==> src/rtl/dl_service_mux.sv <==
// Downlink service-channel multiplexer: four per-channel I/Q FIFOs time-division
// multiplexed into one framed valid/ready stream, zero-padding empty slots.
module dl_service_mux #(
  parameter int FIFO_DEPTH = 8,
  parameter int SLOT_LEN   = 16
) (
  input  logic        clk,
  input  logic        rst,
  input  logic        en,
  input  logic [3:0]  s_valid,
  input  logic [15:0] s_i_1,
  input  logic [15:0] s_q_1,
  input  logic [15:0] s_i_2,
  input  logic [15:0] s_q_2,
  input  logic [15:0] s_i_3,
  input  logic [15:0] s_q_3,
  input  logic [15:0] s_i_4,
  input  logic [15:0] s_q_4,
  output logic        m_valid,
  input  logic        m_ready,
  output logic [15:0] m_i,
  output logic [15:0] m_q,
  output logic [1:0]  m_ch,
  output logic        m_sof,
  output logic        m_pad,
  output logic [3:0]  ovf,
  input  logic        ovf_clr
);
  localparam int AW = (FIFO_DEPTH > 1) ? $clog2(FIFO_DEPTH) : 1;
  localparam int CW = AW + 1;
  localparam int BW = (SLOT_LEN > 1) ? $clog2(SLOT_LEN) : 1;
  localparam logic [CW-1:0] FULL_CNT  = CW'(FIFO_DEPTH);
  localparam logic [BW-1:0] LAST_BEAT = BW'(SLOT_LEN - 1);

  typedef enum logic [0:0] {IDLE = 1'b0, RUN = 1'b1} state_t;

  logic [31:0]   mem_r    [4][FIFO_DEPTH];
  logic [AW-1:0] wr_ptr_r [4];
  logic [AW-1:0] rd_ptr_r [4];
  logic [CW-1:0] cnt_r    [4];
  logic [31:0]   s_data_s [4];
  logic [3:0]    push_s;
  logic [3:0]    pop_s;
  logic [3:0]    drop_s;
  state_t        state_r;
  state_t        state_nxt_s;
  logic [1:0]    ch_r;
  logic [1:0]    ch_nxt_s;
  logic [BW-1:0] beat_r;
  logic [BW-1:0] beat_nxt_s;
  logic          load_s;
  logic          head_empty_s;
  logic [31:0]   rd_data_s;

  assign s_data_s[0]  = {s_i_1, s_q_1};
  assign s_data_s[1]  = {s_i_2, s_q_2};
  assign s_data_s[2]  = {s_i_3, s_q_3};
  assign s_data_s[3]  = {s_i_4, s_q_4};
  assign load_s       = (state_r == RUN) && (!m_valid || m_ready);
  assign head_empty_s = (cnt_r[ch_r] == {CW{1'b0}});
  assign rd_data_s    = mem_r[ch_r][rd_ptr_r[ch_r]];

  // Push/pop/drop decisions use pre-edge counts, so a full FIFO drops even when popped.
  always_comb begin
    push_s = 4'b0000;
    pop_s  = 4'b0000;
    drop_s = 4'b0000;
    for (int k = 0; k < 4; k++) begin
      if (s_valid[k]) begin
        if (cnt_r[k] == FULL_CNT) begin
          drop_s[k] = 1'b1;
        end else begin
          push_s[k] = 1'b1;
        end
      end else begin
        push_s[k] = 1'b0;
      end
      if (load_s && (ch_r == 2'(k)) && (cnt_r[k] != {CW{1'b0}})) begin
        pop_s[k] = 1'b1;
      end else begin
        pop_s[k] = 1'b0;
      end
    end
  end

  // Sample storage; contents are only meaningful through the pointers and counts.
  always_ff @(posedge clk) begin
    for (int k = 0; k < 4; k++) begin
      if (push_s[k]) begin
        mem_r[k][wr_ptr_r[k]] <= s_data_s[k];
      end
    end
  end

  // FIFO pointers and occupancy counts.
  always_ff @(posedge clk or posedge rst) begin
    if (rst) begin
      for (int k = 0; k < 4; k++) begin
        wr_ptr_r[k] <= {AW{1'b0}};
        rd_ptr_r[k] <= {AW{1'b0}};
        cnt_r[k]    <= {CW{1'b0}};
      end
    end else begin
      for (int k = 0; k < 4; k++) begin
        if (push_s[k]) begin
          wr_ptr_r[k] <= wr_ptr_r[k] + AW'(1);
        end
        if (pop_s[k]) begin
          rd_ptr_r[k] <= rd_ptr_r[k] + AW'(1);
        end
        cnt_r[k] <= cnt_r[k] + CW'(push_s[k]) - CW'(pop_s[k]);
      end
    end
  end

  // Frame scheduler next state; a started frame always runs to its last beat.
  always_comb begin
    state_nxt_s = state_r;
    ch_nxt_s    = ch_r;
    beat_nxt_s  = beat_r;
    case (state_r)
      IDLE: begin
        if (en) begin
          state_nxt_s = RUN;
          ch_nxt_s    = 2'd0;
          beat_nxt_s  = {BW{1'b0}};
        end else begin
          state_nxt_s = IDLE;
        end
      end
      RUN: begin
        if (load_s) begin
          if (beat_r == LAST_BEAT) begin
            beat_nxt_s = {BW{1'b0}};
            if (ch_r == 2'd3) begin
              ch_nxt_s    = 2'd0;
              state_nxt_s = en ? RUN : IDLE;
            end else begin
              ch_nxt_s = ch_r + 2'd1;
            end
          end else begin
            beat_nxt_s = beat_r + BW'(1);
          end
        end else begin
          state_nxt_s = RUN;
        end
      end
      default: begin
        state_nxt_s = IDLE;
        ch_nxt_s    = 2'd0;
        beat_nxt_s  = {BW{1'b0}};
      end
    endcase
  end

  // Scheduler state and slot/beat counters.
  always_ff @(posedge clk or posedge rst) begin
    if (rst) begin
      state_r <= IDLE;
      ch_r    <= 2'd0;
      beat_r  <= {BW{1'b0}};
    end else begin
      state_r <= state_nxt_s;
      ch_r    <= ch_nxt_s;
      beat_r  <= beat_nxt_s;
    end
  end

  // Output beat register: loads on a free slot, holds under backpressure, drains when idle.
  always_ff @(posedge clk or posedge rst) begin
    if (rst) begin
      m_valid <= 1'b0;
      m_i     <= 16'h0000;
      m_q     <= 16'h0000;
      m_ch    <= 2'd0;
      m_sof   <= 1'b0;
      m_pad   <= 1'b0;
    end else if (load_s) begin
      m_valid <= 1'b1;
      m_ch    <= ch_r;
      m_sof   <= (ch_r == 2'd0) && (beat_r == {BW{1'b0}});
      m_pad   <= head_empty_s;
      m_i     <= head_empty_s ? 16'h0000 : rd_data_s[31:16];
      m_q     <= head_empty_s ? 16'h0000 : rd_data_s[15:0];
    end else if (m_ready) begin
      m_valid <= 1'b0;
    end
  end

  // Sticky overflow; a drop in the clearing cycle keeps its bit set.
  always_ff @(posedge clk or posedge rst) begin
    if (rst) begin
      ovf <= 4'b0000;
    end else begin
      ovf <= (ovf_clr ? 4'b0000 : ovf) | drop_s;
    end
  end

endmodule
==> config.mk <==
export PLATFORM = sky130hd
export DESIGN_NAME = dl_service_mux
export DESIGN_NICKNAME = d
export VERILOG_FILES = /design/src/rtl/dl_service_mux.sv
export SDC_FILE = /design/constraint.sdc
export NUM_CORES = 1
export LEC_CHECK = 0
export BUFFER_PORTS_ARGS = -buffer_cell sky130_fd_sc_hd__buf_2
export CORE_MARGIN = 2
export CORE_UTILIZATION = 47
export CTS_BUF_LIST = sky130_fd_sc_hd__clkbuf_8
export DETAILED_ROUTE_END_ITERATION = 7
export GPL_ROUTABILITY_DRIVEN = 0
export PLACE_DENSITY_LB_ADDON = 0.12
export SLEW_MARGIN = 25
export SYNTH_ARGS = -nofsm -noshare
export SYNTH_HDL_FRONTEND = slang
export SYNTH_SLANG_ARGS = --single-unit
==> constraint.sdc <==
create_clock -name clk -period 3.6 [get_ports clk]
set_clock_uncertainty 0.1 [all_clocks]
set_input_delay 0.54 -clock clk [delete_from_list [all_inputs] [get_ports clk]]
set_output_delay 0.54 -clock clk [all_outputs]
set_load 0.03 [all_outputs]
After elaboration in Yosys (flattened, before gate mapping)
Memories as Yosys holds them, arrays and structs flattened.
Cells that the tools add are included.

word-level totals
  word-level logic and storage cells = 160
  bits in registers = 88
  RAM bits = 1024
  memories kept = 1
  input bits = 137
  output and inout port bits = 41

memories
  memory  depth  width  read ports  clocked after Yosys merged registers in  wr ports  RTL line  text
  mem_r   4      256    1           0                                        4         37        logic [31:0] mem_r [4][FIFO_DEPTH];

operators by class
  bitwise gates (word level) = 8
  equal/unequal tests = 11
  reductions and logical operators = 26
  add/sub/neg operators = 18
  $lt $le $gt $ge = 10
  mux-type cells = 64

operators with widths
  kind                                                       number
  two-way mux 256 bit                                        4
  demux 32 bit (select 3 bit)                                4
  two-way mux 32 bit                                         6
  binary-select mux 32 bit (select 3 bit)                    1
  two-way mux 16 bit                                         2
  two-way mux 1 bit                                          30
  adder 3 x 1 -> 3 bit (second input constant)               8
  two-way mux 4 bit                                          6
  equality test 4 bit (second input constant)                5
  greater-or-equal comparator 4 bit (second input constant)  5
  NOT 3 -> 4 bit                                             5
  adder 4 x 1 -> 4 bit                                       4
  < comparator 4 x 1 -> 1 bit (second input constant)        4
  nonzero test 4 bit                                         4
  subtractor 4 x 1 -> 4 bit                                  4
  logical AND 1 bit                                          14
  binary-select mux 4 bit (select 2 bit)                     1
  zero test 4 bit                                            2
  two-way mux 2 bit                                          4
  one-hot mux 4 bit (2 select lines)                         1
  binary-select mux 3 bit (select 2 bit)                     1
  two-way mux 3 bit                                          2
  adder 4 x 1 -> 4 bit (second input constant)               1
  equality test 2 bit (second input constant)                2
  other kinds (16)                                           17

Depth between registers and ports, before layout
  word-level depth = 9
  depth in mapped cells = 11
  depth with buffers taken out = 11

Least setup slack after synthesis
No wires, ideal clock.

  path kind = reg2reg
  from = register cnt_r[2] in the netlist's numbering
  to = memory mem_r[3][224] in the netlist's numbering, enable pin
  arrival time = 3158 ps
  stages on the path, launching flop included = 7
  setup time = 461 ps
  slack = -119 ps
  clock period less this slack = 3719 ps
  path buffers = 0
  data required time = 3039 ps
  cells stage by stage = dfrtp_1 > inv_1 > ha_1 > nand2_1 > and2_1 > nand2b_1 > nor3_1

RTL lines
  item                               RTL line  text
  from (decl)                        40        logic [CW-1:0] cnt_r [4];
  from (signal, indexed assignment)  101       cnt_r[k] <= {CW{1'b0}};
  from (signal, indexed assignment)  111       cnt_r[k] <= cnt_r[k] + CW'(push_s[k]) - CW'(pop_s[k]);
  to (decl)                          37

==> key figures <==
Outcome
  – Status: completed

GRT
  – Antenna violations before repair: 5
  – Total grt overflow: 0
  – Global Route Usage Sum: 26.5%
  – Vias in the first global route: 24200
  – Pin count of the biggest net entering global routing: 115
  – First-pass GRT wire length: 175000 um

Detailed routing
  – Final ANT Viol Nets: 0
  – Final WL: 123000 um
  – Drt via density: 5.91
  – DR vias: 23000
  – Drt wl/cell: 31.6 um
  – Iter 0 DRT Violations: 2606
  – First drt pass iteration count: 6
  – Residual DRC: 0

Critical path
  – Worst-path maximum fanout: 12
  – Required @ worst endpoint: 4020 ps
  – CP arrival: 3200 ps
  – CP Capture Type: flop
  – R2R depth: 7
  – Critical path type: flop to flop
  – Critical path launch point type: flop

Hold path
  – Hold WC Path Type: input port to flop
  – Worst Hold Depth: 4

Placed design
  – Port Buffers: 177
  – HPWL after DPL: 68500 um
  – Pre-CTS setup slack: 783 ps
  – Inst Count DP: 3416

Power
  – Worst VDD drop: 431 uV
  – Sw Ratio: 32.5%
  – Lkg Pwr: 17.5 nW
  – Internal power: 25.8 mW
  – Gate power share: 28.5%
  – Clk network pwr share: 26.6%
  – Cell Pwr Density: 745 mW/mm2
  – Net switching power: 12.4 mW
  – Flop pwr share: 44.9%

CTS
  – Clock Path Buffers: 3
  – H-tree lvl count: 4
  – Clk pin slew, worst setup/hold paths: 60 ps
  – Clk root buf: clkbuf_8
  – Total CTS buffers: 179
  – Sink Count: 1112
  – # Post-CTS Setup Buffers: 0
  – Later-pin clock latency in the skew report: 850 ps
  – TritonCTS clock tree: yes

STA
  – Peak Freq: 359 MHz
  – Slew @ Worst Pin: 912 ps
  – Crit path time final: 2780 ps
  – Fin. Hold Viols: 0
  – Setup TNS: 0 ps
  – Fin worst setup slack: 817 ps
  – # setup viols final: 0
  – Post-route clock period utilization: 77.3%
  – Max_slew headroom: 39.1%
  – Unrepaired setup endpoints after global routing: false
  – Fin. max-slew vios: 0

Cells and area
  – Post-layout util: 56.0%
  – Commonest non-fill, non-tap cell in the layout: edfxtp_1
  – Reg area: 0.0330 mm2
  – Area occupied by multi-input gates: 0.0101 mm2
  – Fill cells: 7058
  – Final cell count without fillers: 3886
  – # nets final: 2726
  – P&R area growth vs syn: 18.2%
  – Most frequent cells in the layout: edfxtp_1 (1024), mux4_2 (258), clkbuf_8 (182), buf_2 (177), nand2_1 (155)
  – Ratio of cells with drive above 1 in the final layout: 30.6%

Floorplanning
  – Chip height: 308 um
  – Die W: 308 um
  – Site Rows: 111
  – I/O Pins: 178
  – Full die area: 0.0948 mm2
  – CORE AREA: 0.0917 mm2
  – Initial Utilization: 47.4%

Logic synthesis
  – Mapped Cells: 2062
  – Yosys warns: 0
  – Post-synth EDFFs: 1024
  – Syn Nets: 2241
  – Synth top area cells: edfxtp_1 (71%), mux4_2 (13%), dfrtp_1 (5.1%), mux2i_1 (1.6%), mux2_1 (1.4%)
  – Distinct cells, synth: 39
  – FFs w/ async S/R, synth: 7.91%
  – Post-synthesis cell area: 0.0434 mm2
  – Seq/Total Area, Yosys: 75.9%
  – Synth Flop Type: edfxtp_1
  – Syn_area_per_cell: 21.1 um2
  – Top cell type's share of synthesized area: 70.8%
  – Synth area leader: edfxtp_1
  – Synth Register Bits: 1112

Job
  – Max Cap Viol: 0
==> layer usage <==
| layer | up-vias | part of all wire [%] | global-route usage (%) |
|---|---|---|---|
| li1 | 9428 | - | - |
| met1 | 12300 | 42 | 37.5 |
| met2 | 1029 | 49 | 42.4 |
| met3 | 164 | 7.5 | 5.10 |
| met4 | 4 | 1.8 | 7.09 |
| met5 | - | 0.022 | 0 |
==> power groups by stage <==
| stage | Combinational (mW) | Clock [mW] | Sequential (mW) |
|---|---|---|---|
| 2_1_floorplan | 6.39 | 0 | 17.6 |
| 4_1_cts | 11.0 | 10.4 | 17.2 |
| 6_report | 10.9 | 10.2 | 17.2 |
| 3_3_place_gp | 10.7 | 0 | 17.3 |
| 3_5_place_dp | 10.8 | 0 | 17.4 |
| 5_1_grt | 11.7 | 10.9 | 17.3 |
==> timing repair <==
action,in CTS,in global routing
resized for setup,0,0
hold endpoints to repair,1071,0
endpoints found under the setup margin,0,0
hold buffers,136,0
==> synthesized netlist by cell type, drive strengths merged (6+ instances only) <==
library cell	number
nand2b	13
nor3	8
o221ai	31
inv	38
clkbuf	30
edfxtp	1024
a21oi	7
buf	73
xnor2	10
xor2	11
o21ai	70
dfrtp	88
nand2	156
nor2	28
mux4	259
and3	6
mux2	67
mux2i	68
nand3	10
ha	38
==> flip-flops by register name, summed over array words and instances, names as in the netlist <==
signal    cells
beat_r        4
ch_r          2
cnt_r        16
m_ch          2
m_i          16
m_pad         1
m_q          16
m_sof         1
m_valid       1
mem_r      1024
ovf           4
rd_ptr_r     12
state_r       1
wr_ptr_r     12
==> per-stage QoR <==
step	power, mW	area (um2)	hold slack (ps)
after global routing	39.9	51300	172
after floorplan	23.9	43500	340
after detailed placement	28.3	46600	370
final	38.2	51300	165
after CTS	38.6	51300	103
after global placement	28.0	46600	358
==> critical path, cell delays in order, from the launching register on <==
cell      delay, ps
dfrtp_1         340
inv_1            70
ha_1            210
nand2_1          50
and2_1          270
nand2b_1        320
nor2_4          810
buf_12          270
==> worst paths after layout <==
path,startpoint,end,slack [ps]
worst min-delay path,s_valid[2],wr_ptr_r[4]$_DFFE_PP0P_,170
min in group asynchronous,rst,m_i[10]$_DFFE_PP0N_,320
worst max register to register,cnt_r[2]$_DFF_PP0_,mem_r[3][111]$_DFFE_PP_,820
max in group asynchronous,rst,cnt_r[4]$_DFF_PP0_,2160
worst min register to register,m_sof$_DFFE_PP0N_,m_sof$_DFFE_PP0N_,380
worst max-delay path,cnt_r[2]$_DFF_PP0_,mem_r[3][111]$_DFFE_PP_,820
==> final cells by class <==
cell class | count | area share (%)
diodes | 7 | 0.0341
clock buffers | 182 | 4.88
clock inverters | 145 | 1.61
inverters | 39 | 0.295
multi-input cells | 808 | 19.7
flip-flops and latches | 1112 | 64.2
well taps | 1186 | 2.89
repair buffers | 407 | 6.39
==> cell families (layout without fill, tap and decap cells) <==
| logic type | count (synthesis) | after routing | synth area share (%) |
|---|---|---|---|
| flip-flops | 1112 | 1112 | 75.9 |
| AO/OA/AOI/OAI | 118 | 118 | 1.94 |
| XOR/XNOR | 21 | 21 | 0.424 |
| multiplexers | 394 | 394 | 16.7 |
| buffers and inverters | 142 | 773 | 1.48 |
| AND/OR/NAND/NOR | 233 | 233 | 2.25 |
| adder cells (fa/ha/maj) | 42 | 42 | 1.28 |
| other | 0 | 7 | 0 |
Note: power is estimated with default switching activity, not from simulation.
